$ cat config.mk
export PLATFORM = sky130hd
export DESIGN_NAME = fpmul_pipe
export DESIGN_NICKNAME = d
export VERILOG_FILES = /design/src/rtl/fp_pkg.sv /design/src/rtl/fp_round.sv /design/src/rtl/fpmul_pipe.sv
export SDC_FILE = /design/constraint.sdc
export NUM_CORES = 2
export LEC_CHECK = 0
export ABC_AREA = 1
export CORE_MARGIN = 2
export CORE_UTILIZATION = 69
export DETAILED_ROUTE_END_ITERATION = 10
export GPL_TIMING_DRIVEN = 0
export PLACE_DENSITY = 0.88
export SKIP_LAST_GASP = 1
export SYNTH_ARGS = -nofsm -noshare
export SYNTH_HDL_FRONTEND = slang
export SYNTH_SLANG_ARGS = --single-unit
$ cat constraint.sdc
create_clock -name clk -period 17.2 [get_ports clk]
set_input_delay 3.44 -clock clk [delete_from_list [all_inputs] [get_ports clk]]
set_output_delay 3.44 -clock clk [all_outputs]
set_load 0.02 [all_outputs]
$ cat src/rtl/fp_pkg.sv
// fp_pkg: shared IEEE-754 constants, operand classes and the canonical qNaN helper.
package fp_pkg;
  localparam logic [1:0] RM_RNE = 2'd0;
  localparam logic [1:0] RM_RTZ = 2'd1;
  localparam logic [1:0] RM_RDN = 2'd2;
  localparam logic [1:0] RM_RUP = 2'd3;
  localparam int FEX_NV = 3;
  localparam int FEX_OF = 2;
  localparam int FEX_UF = 1;
  localparam int FEX_NX = 0;
  typedef enum logic [2:0] {CLS_ZERO, CLS_NORM, CLS_INF, CLS_QNAN, CLS_SNAN} fp_class_e;
  function automatic logic [63:0] canon_qnan(input int ew, input int mw);
    return (((64'd1 << ew) - 64'd1) << mw) | (64'd1 << (mw - 1));
  endfunction
endpackage

$ cat src/rtl/fp_round.sv
// fp_round: combinational normalise/round/pack of a raw mantissa product with flush-to-zero.
module fp_round
  import fp_pkg::*;
#(
  parameter int EWIDTH = 8,
  parameter int MWIDTH = 23
) (
  input  logic                      sign_i,
  input  logic signed [EWIDTH+1:0]  exp_i,
  input  logic [2*MWIDTH+1:0]       prod_i,
  input  logic [1:0]                rm_i,
  output logic [EWIDTH+MWIDTH:0]    result_o,
  output logic [3:0]                fex_o
);
  localparam int XW = EWIDTH + 2;
  localparam logic [EWIDTH-1:0] EMAX = '1;
  localparam logic signed [XW-1:0] EMAXS = XW'((1 << EWIDTH) - 1);
  logic [2*MWIDTH:0] np;
  logic [MWIDTH-1:0] frac, frac_r;
  logic [MWIDTH+1:0] sum;
  logic g, s, inx, up, uf, ovf, to_inf;
  logic signed [XW-1:0] er;
  // left-align so the leading one sits just above the fraction field
  assign np = prod_i[2*MWIDTH+1] ? prod_i[2*MWIDTH:0] : {prod_i[2*MWIDTH-1:0], 1'b0};
  assign frac = np[2*MWIDTH -: MWIDTH];
  assign g = np[MWIDTH];
  assign s = |np[MWIDTH-1:0];
  assign inx = g | s;
  assign up = rm_i == RM_RNE ? g & (s | frac[0]) :
              rm_i == RM_RDN ? inx & sign_i :
              rm_i == RM_RUP ? inx & !sign_i : 1'b0;
  assign sum = {2'b01, frac} + (MWIDTH+2)'(up);
  assign frac_r = sum[MWIDTH+1] ? sum[MWIDTH:1] : sum[MWIDTH-1:0];
  assign er = exp_i + XW'(prod_i[2*MWIDTH+1]) + XW'(sum[MWIDTH+1]);
  assign uf = er <= 0;
  assign ovf = !uf && er >= EMAXS;
  assign to_inf = rm_i == RM_RNE || (rm_i == RM_RDN && sign_i) || (rm_i == RM_RUP && !sign_i);
  always_comb begin
    result_o = uf ? {sign_i, {(EWIDTH+MWIDTH){1'b0}}} :
               ovf ? (to_inf ? {sign_i, EMAX, {MWIDTH{1'b0}}} : {sign_i, EMAX - 1'b1, {MWIDTH{1'b1}}}) :
               {sign_i, er[EWIDTH-1:0], frac_r};
    fex_o = '0;
    fex_o[FEX_OF] = ovf;
    fex_o[FEX_UF] = uf;
    fex_o[FEX_NX] = uf | ovf | inx;
  end
endmodule

$ cat src/rtl/fpmul_pipe.sv
// fpmul_pipe: 3-stage IEEE-754 multiplier with rounding modes, valid/ready flow control and tag pass-through.
module fpmul_pipe
  import fp_pkg::*;
#(
  parameter int DWIDTH = 32,
  parameter int EWIDTH = 8,
  parameter int MWIDTH = 23,
  parameter int TWIDTH = 5
) (
  input  logic              clk,
  input  logic              rst,
  input  logic              in_valid,
  output logic              in_ready,
  input  logic [DWIDTH-1:0] a,
  input  logic [DWIDTH-1:0] b,
  input  logic [1:0]        rm,
  input  logic [TWIDTH-1:0] tag_in,
  output logic              out_valid,
  input  logic              out_ready,
  output logic [DWIDTH-1:0] result,
  output logic [3:0]        fex,
  output logic [TWIDTH-1:0] tag_out
);
  localparam int PW = 2*MWIDTH + 2;
  localparam int XW = EWIDTH + 2;
  localparam logic [EWIDTH-1:0] EMAX = '1;
  localparam logic signed [XW-1:0] BIAS = XW'((1 << (EWIDTH-1)) - 1);
  localparam logic [63:0] QNAN64 = canon_qnan(EWIDTH, MWIDTH);
  localparam logic [DWIDTH-1:0] QNAN = QNAN64[DWIDTH-1:0];
  function automatic fp_class_e classify(input logic [DWIDTH-1:0] x);
    logic [EWIDTH-1:0] e;
    logic [MWIDTH-1:0] f;
    e = x[DWIDTH-2 -: EWIDTH];
    f = x[MWIDTH-1:0];
    return e == '0 ? CLS_ZERO : e != EMAX ? CLS_NORM : f == '0 ? CLS_INF :
           f[MWIDTH-1] ? CLS_QNAN : CLS_SNAN;
  endfunction
  fp_class_e ca, cb;
  logic adv, nan, zxi, inf, sign_d, sp1_d, nv1_d;
  logic [DWIDTH-1:0] spr1_d;
  logic signed [XW-1:0] e1_d;
  logic v1_q, s1_q, sp1_q, nv1_q, v2_q, s2_q, sp2_q, nv2_q, v3_q;
  logic signed [XW-1:0] e1_q, e2_q;
  logic [MWIDTH:0] ma1_q, mb1_q;
  logic [1:0] rm1_q, rm2_q;
  logic [TWIDTH-1:0] tag1_q, tag2_q, tag3_q, tag3_d;
  logic [DWIDTH-1:0] spr1_q, spr2_q, res3_q, res3_d, rnd_res;
  logic [PW-1:0] prod2_d, prod2_q;
  logic [3:0] fex3_q, fex3_d, rnd_fex;
  assign adv = !v3_q || out_ready;
  assign in_ready = adv;
  assign ca = classify(a);
  assign cb = classify(b);
  assign nan = ca inside {CLS_QNAN, CLS_SNAN} || cb inside {CLS_QNAN, CLS_SNAN};
  assign zxi = (ca == CLS_ZERO && cb == CLS_INF) || (ca == CLS_INF && cb == CLS_ZERO);
  assign inf = ca == CLS_INF || cb == CLS_INF;
  assign sign_d = a[DWIDTH-1] ^ b[DWIDTH-1];
  assign sp1_d = !(ca == CLS_NORM && cb == CLS_NORM);
  assign nv1_d = ca == CLS_SNAN || cb == CLS_SNAN || zxi;
  // specials are resolved up front and bypass the rounder in S3
  assign spr1_d = nan || zxi ? QNAN :
                  inf ? {sign_d, EMAX, {MWIDTH{1'b0}}} : {sign_d, {(DWIDTH-1){1'b0}}};
  assign e1_d = $signed({2'b00, a[DWIDTH-2 -: EWIDTH]}) + $signed({2'b00, b[DWIDTH-2 -: EWIDTH]}) - BIAS;
  assign prod2_d = PW'(ma1_q) * PW'(mb1_q);
  fp_round #(.EWIDTH(EWIDTH), .MWIDTH(MWIDTH)) u_round (
    .sign_i(s2_q), .exp_i(e2_q), .prod_i(prod2_q), .rm_i(rm2_q),
    .result_o(rnd_res), .fex_o(rnd_fex)
  );
  assign res3_d = !v2_q ? '0 : sp2_q ? spr2_q : rnd_res;
  assign fex3_d = !v2_q ? '0 : sp2_q ? {nv2_q, 3'b000} : rnd_fex;
  assign tag3_d = v2_q ? tag2_q : '0;
  always_ff @(posedge clk) begin
    if (rst) begin
      {v1_q, s1_q, sp1_q, nv1_q, v2_q, s2_q, sp2_q, nv2_q, v3_q} <= '0;
      {e1_q, e2_q, ma1_q, mb1_q, rm1_q, rm2_q} <= '0;
      {tag1_q, tag2_q, tag3_q, spr1_q, spr2_q, res3_q, prod2_q, fex3_q} <= '0;
    end else if (adv) begin
      v1_q <= in_valid;
      s1_q <= sign_d;
      e1_q <= e1_d;
      ma1_q <= {1'b1, a[MWIDTH-1:0]};
      mb1_q <= {1'b1, b[MWIDTH-1:0]};
      rm1_q <= rm;
      tag1_q <= tag_in;
      sp1_q <= sp1_d;
      spr1_q <= spr1_d;
      nv1_q <= nv1_d;
      v2_q <= v1_q;
      s2_q <= s1_q;
      e2_q <= e1_q;
      prod2_q <= prod2_d;
      rm2_q <= rm1_q;
      tag2_q <= tag1_q;
      sp2_q <= sp1_q;
      spr2_q <= spr1_q;
      nv2_q <= nv1_q;
      v3_q <= v2_q;
      res3_q <= res3_d;
      fex3_q <= fex3_d;
      tag3_q <= tag3_d;
    end
  end
  assign out_valid = v3_q;
  assign result = res3_q;
  assign fex = fex3_q;
  assign tag_out = tag3_q;
endmodule

* Yosys cells after proc, flatten, opt, wreduce, memory -nomap -nowiden
Index checks and enable logic that the tools add are counted.
Operators by class: reductions and logical operators 29, order comparisons 2, bitwise operators 8, equality and inequality tests 12, multiplexer cells 23, $add $sub $neg 5, multiply operators 1
Operator list (count):
- $mux 32 | 3
- $mux 31 | 3
- $mul 24x24->48 | 1
- $mux 47 | 1
- $logic_not 23->1 | 2
- $add 24x1->25 | 1
- $mux 24 | 1
- $mux 3 | 8
- $mux 23 | 1
- $reduce_or 23->1 | 1
- $add 10x1->10 | 2
- $logic_not 8->1 | 2
- $ne 8x8->1 const B | 2
- $eq 3x2->1 const B | 4
- $ge 10x9->1 const B | 1
- $le 10x1->1 const B | 1
- $sub 9x7->10 const B | 1
- $add 8x8->9 | 1
- $logic_or 1x1->1 | 9
- $mux 4 | 2
- $eq 3x1->1 const B | 2
- $eq 3x3->1 const B | 2
- $logic_and 1x1->1 | 6
- $logic_not 3->1 | 2
- other kinds (9) | 21
Storage, ports and cells: bits of input ports 75, logic and storage cells 103, output and inout port bits 43, register bits 244

* Depth between registers and ports, before layout
depth in word-level cells 16, depth in mapped cells 34

* Modules after synthesis
A second synthesis with hierarchy kept.
Second synthesis, totals: cells, all modules 4230, area, all modules 29966.2 um^2
By module, submodules not included:
- fpmul_pipe | sequential area each 3703.6 um^2, cells an instance 3866, area an instance 28139.5 um^2, instances 1
- fp_round | sequential area each 0.0 um^2, cells an instance 364, area an instance 1826.8 um^2, instances 1

* Worst setup path before layout
Ideal clock, no wire load.
path type input port to output port, start input out_ready, end output in_ready, arrival time 4.274 ns, setup slack 9.486 ns, required time 13.760 ns, cell stages on the path 4, cells stage by stage nor2_1 > inv_1 > clkbuf_1 > clkbuf_1
On the way: cells in the longest elaborated chain, start to end 1
Ends and longest elaborated chain:
- start: declaration | line fpmul_pipe.sv:19 | input logic out_ready,
- $logic_or 1x1->1 | line fpmul_pipe.sv:50 | assign adv = !v3_q || out_ready;
- end: declaration | line fpmul_pipe.sv:13 | output logic in_ready,
Every way passes these cells.

* Final worst setup path
Ends and elaborated chain as after synthesis.

==> impl_metrics.py <==
metrics = {
    "run_status": {
        "status": "completed",
    },
    "synthesis": {
        "ys.flop_type": "dfxtp_1",
        "yosys-top-cells-area": "fa_1, dfxtp_1, inv_1, nand2_1, ha_1",
        "synth_seq_cells": 185,
        "synth_top_area_share_pct": 34.8,
        "ys_types": 51,
        "syn_area_sq_um": 27800,
        "postSynthAreaPerCell_sq_um": 7.58,
        "synthesis.nets": 4422,
        "synthCells": 3671,
        "yosysTopAreaCell": "fa_1",
        "ys_seq_area_share_pct": 13.3,
        "synth-edff-count": 0,
        "async_flop_share_pct": 0,
        "synth_warnings": 0,
    },
    "detailed_routing": {
        "drtAntennaViolNets": 0,
        "vias_per_cell": 5.81,
        "drc_errors": 0,
        "drt-pass1-iter-count": 7,
        "vias": 25258,
        "route.detailed.wl_per_inst_um": 20.3,
        "drt_iter0_drc": 2911,
        "wl_um": 88400,
    },
    "setup_path": {
        "crit_arrival_ns": 5.90,
        "startpoint": "out_ready",
        "r2r_start": "ma1_q[6]",
        "path_class": "primary input to output pin",
        "critPathTopFamily": "buffers and inverters",
        "reg2regPathDepth": 23,
        "slowest_stage": "clkdlybuf4s50_1",
        "path_buf_inv": 5,
        "startpoint_type": "primary input",
        "r2r_setup_slack_ns": 8.81,
        "cp.required_ns": 13.76,
        "worst_r2r_endpoint": "prod2_q[32]",
        "slowest_delay_ns": 0.73,
        "end_kind": "output pin",
        "cp_max_fo": 10,
        "crit_path_cell_trace": "clkdlybuf4s50_1 -> nor2_1 -> inv_1 -> clkbuf_1 -> clkbuf_1 -> clkdlybuf4s50_1",
    },
    "clock_network": {
        "cts.sink_count": 185,
        "clock_path_buffers": 2,
        "clock_latency_ns": 0.46,
        "cts_resized": 0,
        "ctsHtreeMaxLevel": 4,
        "postCtsSetupBuffers": 0,
        "clkSlewWorstSetupHoldPaths_ns": 0.08,
        "tritoncts": "done",
        "cts_buffers": 17,
        "cts-hold-fix-buffers": 0,
        "cts_root_buf": "clkbuf_16",
    },
    "timing": {
        "final-setup-viol-count": 0,
        "fmax_mhz": 107,
        "max_slew_margin_pct": 15.2,
        "whs_ns": 0.464,
        "finalHoldViolCount": 0,
        "fin_crit_sh_pct": 54.3,
        "skew_ns": 0.0141,
        "period_minus_slack_ns": 9.34,
        "final.setup.tns_ns": 0,
        "postLayoutSetupSlackWorst_ns": 7.86,
        "worst_slew_pin_slew_ns": 1.27,
        "report.final.slew_viol_count": 0,
        "rsz0062_at_grt": "false",
    },
    "die": {
        "rows": 73,
        "die_w_um": 205,
        "chipHeight_um": 205,
        "die-area_sq_um": 41900,
        "core-area_sq_um": 39700,
        "initial_core_util_pct": 70.0,
        "io_pins": 118,
    },
    "placed_design": {
        "dp_hpwl_um": 71500,
        "port_buffers": 117,
        "post-place-ws_ns": 7.94,
        "gp_congestion": 1.05,
        "place_area_sq_um": 29600,
    },
    "worst_hold_path": {
        "holdCritPathClass": "flop to flop",
        "holdPathStages": 2,
        "holdCritStartpoint": "tag2_q[0]",
        "worstHoldEndpoint": "tag_out[0]",
    },
    "power": {
        "p_per_area_nw_per_um2": 107,
        "vdd_ir_drop_max_uv": 100,
        "leakage_nw": 16.0,
    },
    "grt": {
        "grt_max_degree": 20,
        "grt_overflow": 0,
        "antenna_found_initial": 2,
        "grt_pass1_wl_um": 138000,
        "grtUsageTotal_pct": 44.1,
        "grt_pass1_vias": 25200,
    },
    "layout": {
        "fin_area_sq_um": 30200,
        "drive_gt1_share_pct": 2.04,
        "fin_nets": 4558,
        "synthToLayoutAreaGrowth_pct": 8.71,
        "final_common_cell": "inv_1",
        "fillers": 2972,
        "final_cell_mix": "inv_1, nand2_1, fa_1, nor2_1, ha_1",
    },
    "flow_run": {
        "drv_cap": 0,
    },
}
-- synth_stat cells (all sizes together), types with 24 or more instances --
library cell and count:
xor2 30, clkbuf 192, fa 483, inv 906
dfxtp 185, ha 193, o21bai 27, a21oi 166
nand2 848, nand3 68, nor2 217, o21ai 193
xnor2 24
-- flip-flops by register name, summed over array words and instances (netlist names), 3 cells and up --
signal,count
prod2_q,48
result,32
ma1_q,24
mb1_q,23
e1_q,10
e2_q,10
tag1_q,5
tag2_q,5
tag_out,5
fex,4
spr1_q,3
spr2_q,3
-- cell type report --
cell class	count	area, sq um	share of cell area, %
multi-input cells	2370	19800	65.6
inverters	906	3400	11.3
flip-flops and latches	185	3700	12.3
repair buffers	117	1170	3.87
plain buffers	210	856	2.83
well taps	525	657	2.17
diodes	1	2.50	0.00828
clock buffers	18	439	1.45
clock inverters	14	151	0.501
-- routing by layer --
layer	GRT usage (%)	wire length [um]
met1	57.4	32300
met2	67.0	38200
met3	10.8	11200
met4	26.6	6710
met5	0	13
-- report_power, final --
group,switching [mW],internal (mW),leakage [nW],total [mW]
logic,1.49,0.802,14.2,2.29
registers,0.0390,0.491,1.52,0.530
clock network,0.207,0.198,0.286,0.406
-- how the worst max path moves through the flow --
stage / slack [ns] / end / depth (start not counted)
finish: 7.86 / in_ready / 6
global route: 7.82 / in_ready / 6
CTS: 7.93 / in_ready / 6
detailed placement: 7.94 / in_ready / 6
global placement: 7.96 / in_ready / 6
floorplan: 9.49 / in_ready / 4
-- per-stage QoR --
step | util [%] | std cells | power (mW)
2_1_floorplan | - | 3671 | 2.05
3_3_place_gp | 74.6 | 4313 | 2.67
3_5_place_dp | 74.6 | 4313 | 2.70
5_1_grt | 76.1 | 4345 | 3.46
6_report | 76.1 | 4346 | 3.22
4_1_cts | 76.1 | 4345 | 3.13
-- worst min-delay path: cells and delay by family (launching register included) --
kind | cells | cell delay (ns)
DFF | 1 | 0.31
and+or+nand+nor | 1 | 0.06
AOI/OAI and AO/OA | 1 | 0.05
-- cell families after synthesis --
logic type | after synthesis | synth area share [%]
flops | 185 | 13.3
fa+ha+maj | 676 | 43.5
buf+inv | 1116 | 15.3
xor+xnor | 54 | 1.70
simple gates | 1187 | 17.2
compound gates | 453 | 8.99
No activity file was read; power rests on OpenSTA's default activity.
